File: src/rtl/if_fetch.sv
// Instruction fetch front end: issues one fetch at a time on an SRAM-like
// instruction bus and hands returned instructions to decode through a
// ready/valid output stage.
// Build option: define IF_SKID_BUF_EN to add a one-entry skid buffer behind the
// ID registers, so a fetch can be issued while decode is stalled.
//
// state     | meaning
// ----------+-----------------------------------------------------------
// S_IDLE    | no fetch outstanding; request issued when output space exists
// S_WAIT    | address accepted, waiting for inst_data_ok
// S_DISCARD | flushed while waiting; the next inst_data_ok is dropped
module if_fetch (
   input  logic        clk,
   input  logic        resetn,
   input  logic [31:0] IF_PC,
   output logic        IF_PCWr,
   input  logic        flush,
   output logic        inst_req,
   output logic [31:0] inst_addr,
   input  logic        inst_addr_ok,
   input  logic        inst_data_ok,
   input  logic [31:0] inst_rdata,
   output logic        ID_valid,
   output logic [31:0] ID_Instr,
   output logic [31:0] ID_PC,
   input  logic        ID_ready
);

   typedef enum logic [1:0] {
      S_IDLE    = 2'd0,
      S_WAIT    = 2'd1,
      S_DISCARD = 2'd2
   } state_t;

   state_t      state;
   state_t      state_nxt;
   logic [31:0] pc_inflight;
   logic        space;
   logic        consume;
   logic        deliver;

`ifdef IF_SKID_BUF_EN
   logic        skid_valid;
   logic [31:0] skid_instr;
   logic [31:0] skid_pc;
`endif

   assign inst_addr = IF_PC;
   assign consume   = ID_valid && ID_ready;

   // Output space: somewhere for a returning instruction to land.
   always_comb begin
`ifdef IF_SKID_BUF_EN
      space = !ID_valid || ID_ready || !skid_valid;
`else
      space = !ID_valid || ID_ready;
`endif
   end

   // Request FSM next-state and bus/PC outputs.
   always_comb begin
      state_nxt = state;
      inst_req  = 1'b0;
      IF_PCWr   = 1'b0;
      deliver   = 1'b0;
      case (state)
         S_IDLE: begin
            // Reset gating keeps the bus quiet during the reset cycle itself.
            inst_req = resetn && !flush && space;
            if (inst_req && inst_addr_ok) begin
               IF_PCWr   = 1'b1;
               state_nxt = S_WAIT;
            end
         end
         S_WAIT: begin
            if (inst_data_ok) begin
               deliver   = !flush;
               state_nxt = S_IDLE;
            end else if (flush) begin
               state_nxt = S_DISCARD;
            end
         end
         S_DISCARD: begin
            if (inst_data_ok) begin
               state_nxt = S_IDLE;
            end
         end
         default: state_nxt = S_IDLE;
      endcase
   end

   // FSM state register.
   always_ff @(posedge clk) begin
      if (!resetn) begin
         state <= S_IDLE;
      end else begin
         state <= state_nxt;
      end
   end

   // Capture the address of the accepted fetch to tag its returning data.
   always_ff @(posedge clk) begin
      if (!resetn) begin
         pc_inflight <= 32'd0;
      end else if (IF_PCWr) begin
         pc_inflight <= IF_PC;
      end
   end

   // Output stage: ID registers (plus optional skid entry), oldest in ID.
   always_ff @(posedge clk) begin
      if (!resetn) begin
         ID_valid   <= 1'b0;
         ID_Instr   <= 32'd0;
         ID_PC      <= 32'd0;
`ifdef IF_SKID_BUF_EN
         skid_valid <= 1'b0;
         skid_instr <= 32'd0;
         skid_pc    <= 32'd0;
`endif
      end else if (flush) begin
         ID_valid   <= 1'b0;
`ifdef IF_SKID_BUF_EN
         skid_valid <= 1'b0;
`endif
      end else begin
`ifdef IF_SKID_BUF_EN
         if (consume && skid_valid) begin
            // Skid drains into ID without a bubble; a same-cycle return refills it.
            ID_valid   <= 1'b1;
            ID_Instr   <= skid_instr;
            ID_PC      <= skid_pc;
            skid_valid <= deliver;
            if (deliver) begin
               skid_instr <= inst_rdata;
               skid_pc    <= pc_inflight;
            end
         end else if (deliver && (!ID_valid || consume)) begin
            ID_valid <= 1'b1;
            ID_Instr <= inst_rdata;
            ID_PC    <= pc_inflight;
         end else if (deliver) begin
            skid_valid <= 1'b1;
            skid_instr <= inst_rdata;
            skid_pc    <= pc_inflight;
         end else if (consume) begin
            ID_valid <= 1'b0;
         end
`else
         // A request only issues with space, so a return never meets a stalled ID.
         if (deliver) begin
            ID_valid <= 1'b1;
            ID_Instr <= inst_rdata;
            ID_PC    <= pc_inflight;
         end else if (consume) begin
            ID_valid <= 1'b0;
         end
`endif
      end
   end

endmodule

File: config.mk
export PLATFORM = sky130hd
export DESIGN_NAME = if_fetch
export DESIGN_NICKNAME = d
export VERILOG_FILES = /design/src/rtl/if_fetch.sv
export SDC_FILE = /design/constraint.sdc
export NUM_CORES = 1
export LEC_CHECK = 0
export BUFFER_PORTS_ARGS = -buffer_cell sky130_fd_sc_hd__buf_2
export CAP_MARGIN = 20
export CORE_ASPECT_RATIO = 0.9
export CORE_MARGIN = 8
export CORE_UTILIZATION = 47
export DETAILED_ROUTE_END_ITERATION = 10
export PLACE_DENSITY = 0.8
export SLEW_MARGIN = 0
export SYNTH_ARGS = -nofsm -noshare
export SYNTH_HDL_FRONTEND = slang
export SYNTH_SLANG_ARGS = --single-unit
File: constraint.sdc
create_clock -name clk -period 1.4 [get_ports clk]
set_input_delay 0.21 -clock clk [delete_from_list [all_inputs] [get_ports clk]]
set_output_delay 0.21 -clock clk [all_outputs]
set_load 0.05 [all_outputs]
==> results of run 1 <==
==> worst register-to-register path, cell delays in order (launching register included) <==
cell and delay (ns):
dfxtp_2 0.35, nor2_4 0.10, nand4_1 0.22, buf_4 0.25, buf_8 0.17, mux2i_1 0.13
==> report_power, final <==
part	switching [W]	leakage (nW)	total (W)	internal (W)
Combinational	0.000433	1.57	0.000642	0.000209
Sequential	0.0000193	0.803	0.00290	0.00288
Clock	0.000979	0.105	0.00188	0.000903
Total	0.00143	2.48	0.00542	0.00399
==> worst max path at each step <==
stage	startpoint	slack (ns)	endpoint
2_1_floorplan	ID_valid$_SDFFE_PP0P_	0.07	IF_PCWr
3_3_place_gp	flush	-0.05	pc_inflight[1]$_SDFFE_PN0P_
3_5_place_dp	flush	-0.08	pc_inflight[4]$_SDFFE_PN0P_
4_1_cts	state[1]$_SDFFE_PN0P_	-0.14	IF_PCWr
5_1_grt	state[0]$_SDFFE_PN0P_	-0.18	IF_PCWr
6_report	state[0]$_SDFFE_PN0P_	-0.11	IF_PCWr
==> cell usage in the layout, fill, tap and decap left out, types with 3 or more instances in the layout <==
master,synthesis,final
inv_6,0,4
dfxtp_2,0,3
clkbuf_8,0,10
buf_2,11,165
buf_12,0,4
inv_1,31,31
buf_4,37,6
mux2i_1,32,32
nand2_1,68,68
o21ai_1,64,64
dfxtp_1,99,96
nand3_1,64,64
==> per-stage QoR <==
| step | hold slack, ns | worst slack, ns |
|---|---|---|
| global route | 0.0655 | -0.177 |
| global placement | 0.439 | -0.0466 |
| CTS | 0.0681 | -0.137 |
| detailed placement | 0.447 | -0.0777 |
| finish | 0.0843 | -0.107 |
| floorplan | 0.342 | 0.0660 |
==> metal layers <==
metal,GRT usage [%],up-vias,routed length (um)
li1,-,1651,-
met1,17.4,1421,3960
met2,26.8,121,4310
met3,6.39,11,755
met4,4.30,0,80
met5,0,-,0
==> sequential cells by signal, indices dropped and copies added (netlist names) <==
name and count:
state 2, ID_Instr 32, ID_PC 32, ID_valid 1, pc_inflight 32
==> cells in the mapped netlist, drive strengths merged <==
library cell / count
nor2b: 1
and2b: 1
nand4: 1
a21boi: 1
dfxtp: 99
nand2b: 3
nand2: 68
o21ai: 65
nor2: 2
nand4bb: 1
clkbuf: 12
mux2i: 32
inv: 32
a21oi: 2
and3: 1
nand3: 64
buf: 53
==> kinds of logic (layout without fill, tap and decap cells) <==
family	Yosys count	in the layout
buffers and inverters	97	227
AOI/OAI and AO/OA	68	68
muxes	32	32
DFF	99	99
and+or+nand+nor	142	142
==> final cells by class <==
| cell class | count | area (um2) | area share, % |
|---|---|---|---|
| flip-flops and latches | 99 | 1990 | 41.5 |
| multi-input cells | 242 | 1330 | 27.9 |
| repair buffers | 179 | 1020 | 21.2 |
| clock buffers | 11 | 141 | 2.95 |
| well taps | 99 | 124 | 2.59 |
| inverters | 32 | 120 | 2.51 |
| clock inverters | 5 | 65.1 | 1.36 |
==> what timing repair did <==
item                       in CTS  in global routing
hold buffers                    0                  0
resized for setup               8                  4
setup buffers                   2                  1
pin swaps                       2                  2
gates cloned                    0                  1
setup endpoints to repair      17                 25
==> results.json, run 1 <==
{
  "status": "finished with violations",
  "violations": "setup timing",
  "dieArea_um2": 11300,
  "endpoint_kind": "output port",
  "grt_start_max_net_pins": 132,
  "rows": 31,
  "synth_top_family_by_area": "simple AND/OR/NAND/NOR gates",
  "fin_tns_setup_ns": -0.107,
  "power.density_nw_per_um2": 1130,
  "synth-simple-area-share_pct": 16.7,
  "r2r_cells": 5,
  "wirelength_um": 9100,
  "num_vias": 3204,
  "crit_arrival_ns": 1.30,
  "grt_pass1_vias": 3201,
  "rsz0062_at_grt": "yes",
  "ys_ff_latch": 99,
  "cts_buffers": 9,
  "slew-limit-headroom_pct": 64.0,
  "finalNetCount": 633,
  "synth-compound-area-share_pct": 8.95,
  "hold_path_depth": 3,
  "synth.net_count": 508,
  "synth_xor_area_share_pct": 0,
  "setup_ws_ns": -0.107,
  "yosysTopAreaCellShare_pct": 51.7,
  "clock-sinks": 99,
  "yosys.area.top_type": "dfxtp_1",
  "path_class": "reg2out",
  "critPathRequiredTime_ns": 1.19,
  "core_um2": 7990,
  "worstHoldPathType": "in2reg",
  "hold_viol_final": 0,
  "critPathTopFamily": "flip-flops",
  "fin_crit_sh_pct": 108,
  "max_freq_mhz": 664,
  "synthCells": 438,
  "die_h_um": 102,
  "synth-warning-count": 0,
  "leakagePower_nw": 2.48,
  "final_layout_size_suffix_gt1_share_pct": 35.4,
  "max_stage_delay_ns": 0.35,
  "clk_latency_ns": 0.35,
  "crit_path_max_fanout": 2,
  "rr_startpoint": "state[0]$_SDFFE_PN0P_",
  "grt_pass1_wl_um": 14800,
  "dp.cells": 648,
  "finish.instance_area_um2": 4790,
  "fin_skew_ns": 0.0167,
  "power_w": 0.00542,
  "setup_viol_count_final": 1,
  "hpwlAfterDp_um": 6570,
  "r2r-end": "pc_inflight[4]$_SDFFE_PN0P_",
  "worstPathCellList": "nor2_4 > nand4_1 > inv_2 > buf_8",
  "cts_tree": "built",
  "start_util_pct": 47.9,
  "postLayoutCoreUtil_pct": 59.9,
  "clock-root-buffer": "clkbuf_8",
  "synth_cell_types": 22,
  "r2r_slack_ns": 0.07,
  "drc": 0,
  "critical_path_depth": 4,
  "cp-start-kind": "register",
  "portBuffers": 168,
  "dr.pass1.iters": 4,
  "io_pins": 169,
  "ys_seq_area_share_pct": 51.7,
  "synth_mux_area_share_pct": 8.36,
  "worstMarginPinSlew_ns": 0.540,
  "gp_congestion": 0.711,
  "hold-path-endpoint": "ID_Instr[7]$_SDFFE_PN0P_",
  "ir_worst_vdd_uv": 559,
  "clkTransAtPathRegs_ns": 0.10,
  "first_iter_violations": 155,
  "grt-ovfl-total": 0,
  "antenna_cells": 0,
  "syn_avg_cell_area_um2": 8.75,
  "area_delta_synth_final_pct": 25.0,
  "synthAdderAreaFrac_pct": 0,
  "fp.dieW_um": 111,
  "synth.area.top_cells": "dfxtp_1 52%, mux2i_1 8.4%, nand3_1 8.4%, o21ai_1 8.4%, buf_4 7.3%",
  "cpMaxStageDelayCell": "dfxtp_2",
  "min-delay-start": "inst_rdata[7]",
  "cts_buffer_depth": 2,
  "grt_usage_pct": 15.6,
  "wl_per_cell_um": 13.6,
  "fin_cells": 667,
  "dpl-instance-area_um2": 4500,
  "fin_crit_ns": 1.51,
  "htreeDepth": 3,
  "n_fill_cell": 724,
  "final_antenna_net_count": 0,
  "cp.buffers_inverters": 2,
  "antenna_found_initial": 0,
  "via_per_inst": 4.80,
  "slew_violations": 0,
  "max_cap_violations": 0,
  "syn_area_um2": 3830
}
(Power assumes the default switching activity.)
==> run 2, diff against run 1 <==
Settings changed: ABC_AREA set to 1, CORE_UTILIZATION 47 to 48, HOLD_SLACK_MARGIN set to 0.08, PLACE_DENSITY 0.8 to unset, PLACE_DENSITY_LB_ADDON set to 0.3.
==> results.json, run 2 <==
{
  "n_fill_cell": 736,
  "path_class": "reg2out",
  "grt-ovfl-total": 0,
  "final_cell_mix": "166 x buf_2, 130 x nand2_1, 96 x dfxtp_1",
  "drc": 0,
  "clkTransAtPathRegs_ns": 0.09,
  "grt_usage_pct": 18.8,
  "cts_buffer_depth": 2,
  "antenna_found_initial": 0,
  "synth.area.top_cells": "dfxtp_1 49%, nand2_1 12%, a21oi_1 8.2%, nand3_1 8.1%, buf_4 7.1%",
  "postLayoutCoreUtil_pct": 62.5,
  "cp.buffers_inverters": 1,
  "pwr-share-seq_pct": 55.2,
  "setup_viol_count_final": 0,
  "start_util_pct": 49.7,
  "fin_crit_sh_pct": 99.4,
  "finalNetCount": 749,
  "cts_tree": "built",
  "wl_per_cell_um": 13.9,
  "syn_avg_cell_area_um2": 7.41,
  "gp_congestion": 0.767,
  "endpoint_kind": "output port",
  "dr.pass1.iters": 4,
  "ir_worst_vdd_uv": 599,
  "worstHoldPathType": "in2reg",
  "final_antenna_net_count": 0,
  "leakagePower_nw": 2.43,
  "p_clk_share_pct": 31.1,
  "portBuffers": 168,
  "ys_seq_area_share_pct": 49.2,
  "netSwitchingPower_w": 0.00150,
  "max_cap_violations": 0,
  "synth_async_sr_flop_share_pct": 0,
  "multi_input_area_um2": 1490,
  "rsz0062_at_grt": "yes",
  "dieArea_um2": 11600,
  "hpwlAfterDp_um": 7470,
  "power_w": 0.00526,
  "synthCells": 543,
  "synth_common_cells": "131 x nand2_1, 99 x dfxtp_1, 66 x a21oi_1, 66 x nor2_1, 65 x nand3_1",
  "core_um2": 8110,
  "yosysTopAreaCellShare_pct": 49.2,
  "reg_top3": "ID_Instr: 32 flops, ID_PC: 32 flops, pc_inflight: 32 flops",
  "synth_cell_types": 19,
  "crit_arrival_ns": 1.18,
  "final_common_cell": "buf_2",
  "worstPathCellList": "nor2_4 > and3_4 > buf_8",
  "dpl_worst_slack_ns": 0.0876,
  "synth-warning-count": 0,
  "cp-start-kind": "register",
  "first_iter_violations": 248,
  "r2r_slack_ns": 0.12,
  "hold_viol_final": 0,
  "p_int_w": 0.00376,
  "final_layout_size_suffix_gt1_share_pct": 30.7,
  "io_pins": 169,
  "seqCellArea_um2": 1990,
  "yosys.area.top_type": "dfxtp_1",
  "p_sw_share_pct": 28.5,
  "synth_most_common_cell": "nand2_1",
  "wirelength_um": 10900,
  "crit_path_max_fanout": 3,
  "setup_ws_ns": 0.00832,
  "fin_skew_ns": 0.0112,
  "die_h_um": 103,
  "synth.net_count": 613,
  "rows": 31,
  "grt_pass1_vias": 3719,
  "pwr-share-comb_pct": 13.8,
  "status": "completed",
  "max_stage_delay_ns": 0.36,
  "via_per_inst": 4.82,
  "ys_ff_latch": 99,
  "fin_crit_ns": 1.39,
  "grt_pass1_wl_um": 17700,
  "syn_area_um2": 4030,
  "slew_violations": 0,
  "htreeDepth": 3,
  "fp.dieW_um": 113,
  "area_delta_synth_final_pct": 25.9,
  "cts_buffers": 9,
  "antenna_cells": 0,
  "max_freq_mhz": 719,
  "synthFlopType": "dfxtp_1",
  "critPathTopFamily": "flip-flops",
  "slew-limit-headroom_pct": 76.2,
  "power.density_nw_per_um2": 1040,
  "worstMarginPinSlew_ns": 0.357,
  "clock-sinks": 99,
  "synth_edf_count": 0,
  "fin_tns_setup_ns": 0,
  "cpMaxStageDelayCell": "dfxtp_2",
  "clock-root-buffer": "clkbuf_8",
  "clk_latency_ns": 0.35,
  "critPathRequiredTime_ns": 1.19,
  "num_vias": 3773,
  "grt_start_max_net_pins": 67
}
[run 2: changes by cell type in the layout (fill, tap and decap cells not counted), sizes merged, moves of 2 or more]
cell / delta
o21ai: -65
nand2b: -3
mux2i: -32
a21oi: +64
buf: +4
dlygate4sd3: +13
clkinv: +3
clkinvlp: +2
nor2: +67
nand2: +64
inv: +2
[run 2: what timing repair did]
item,in CTS,in global routing
hold buffers,12,1
endpoints found under the hold margin,12,1
setup endpoints to repair,2,13
pin swaps,3,1
setup buffers,2,0
resized for setup,12,4
[run 2: cells by family (layout without fill, tap and decap cells)]
| group | after synthesis | count (layout) | synth area share [%] |
|---|---|---|---|
| buffers and inverters | 108 | 249 | 14.4 |
| AND/OR/NAND/NOR | 269 | 269 | 27.9 |
| flip-flops | 99 | 99 | 49.2 |
| AO/OA/AOI/OAI | 67 | 67 | 8.39 |
[run 2: worst register-to-register path, delay by kind of cell, from the launching register on]
kind                   cells  cell delay [ns]
buffers and inverters      2             0.36
and+or+nand+nor            3             0.37
AOI/OAI and AO/OA          1             0.06
DFF                        1             0.36
[run 2: final cells by class]
cell class	count	area share [%]
tap	99	2.44
sequential	99	39.3
multi-input combinational	336	29.4
timing repair buffer	195	22.6
clock buffer	11	2.59
inverter	38	2.89
clock inverter	5	0.765
[run 2: per-layer routing]
metal  vias up  global-route usage, %  part of all wire [%]
met1      1695                   21.5                    43
met5         -                      0                     0
met3         2                   6.97                   8.9
met4         0                   4.97                  0.32
li1       1944                      -                     -
met2       132                   32.9                    48
[run 2: power by group through the flow]
stage	clock [W]	sequential, W	combinational, W
floorplan	0	0.00300	0.000487
global placement	0	0.00297	0.000671
detailed placement	0	0.00297	0.000679
CTS	0.00171	0.00290	0.000720
global route	0.00184	0.00291	0.000780
finish	0.00163	0.00290	0.000723
[run 2: worst paths after layout]
kind                                                start                     endpoint  cells past startpoint
worst max-delay path                state[0]$_SDFFE_PN0P_                     inst_req                      3
worst min-delay path                             IF_PC[6]  pc_inflight[6]$_SDFFE_PN0P_                      3
worst max register to register      state[1]$_SDFFE_PN0P_     ID_Instr[4]$_SDFFE_PN0P_                      6
worst min register to register  ID_Instr[18]$_SDFFE_PN0P_    ID_Instr[18]$_SDFFE_PN0P_                      2
[run 2: metrics by stage]
| stage | cells | instance area [um2] | hold slack, ns |
|---|---|---|---|
| after floorplan | 543 | 4040 | 0.345 |
| after global placement | 752 | 4700 | 0.442 |
| after detailed placement | 752 | 4700 | 0.449 |
| after CTS | 782 | 5040 | 0.0803 |
| after global routing | 783 | 5070 | 0.0876 |
| final | 783 | 5070 | 0.102 |
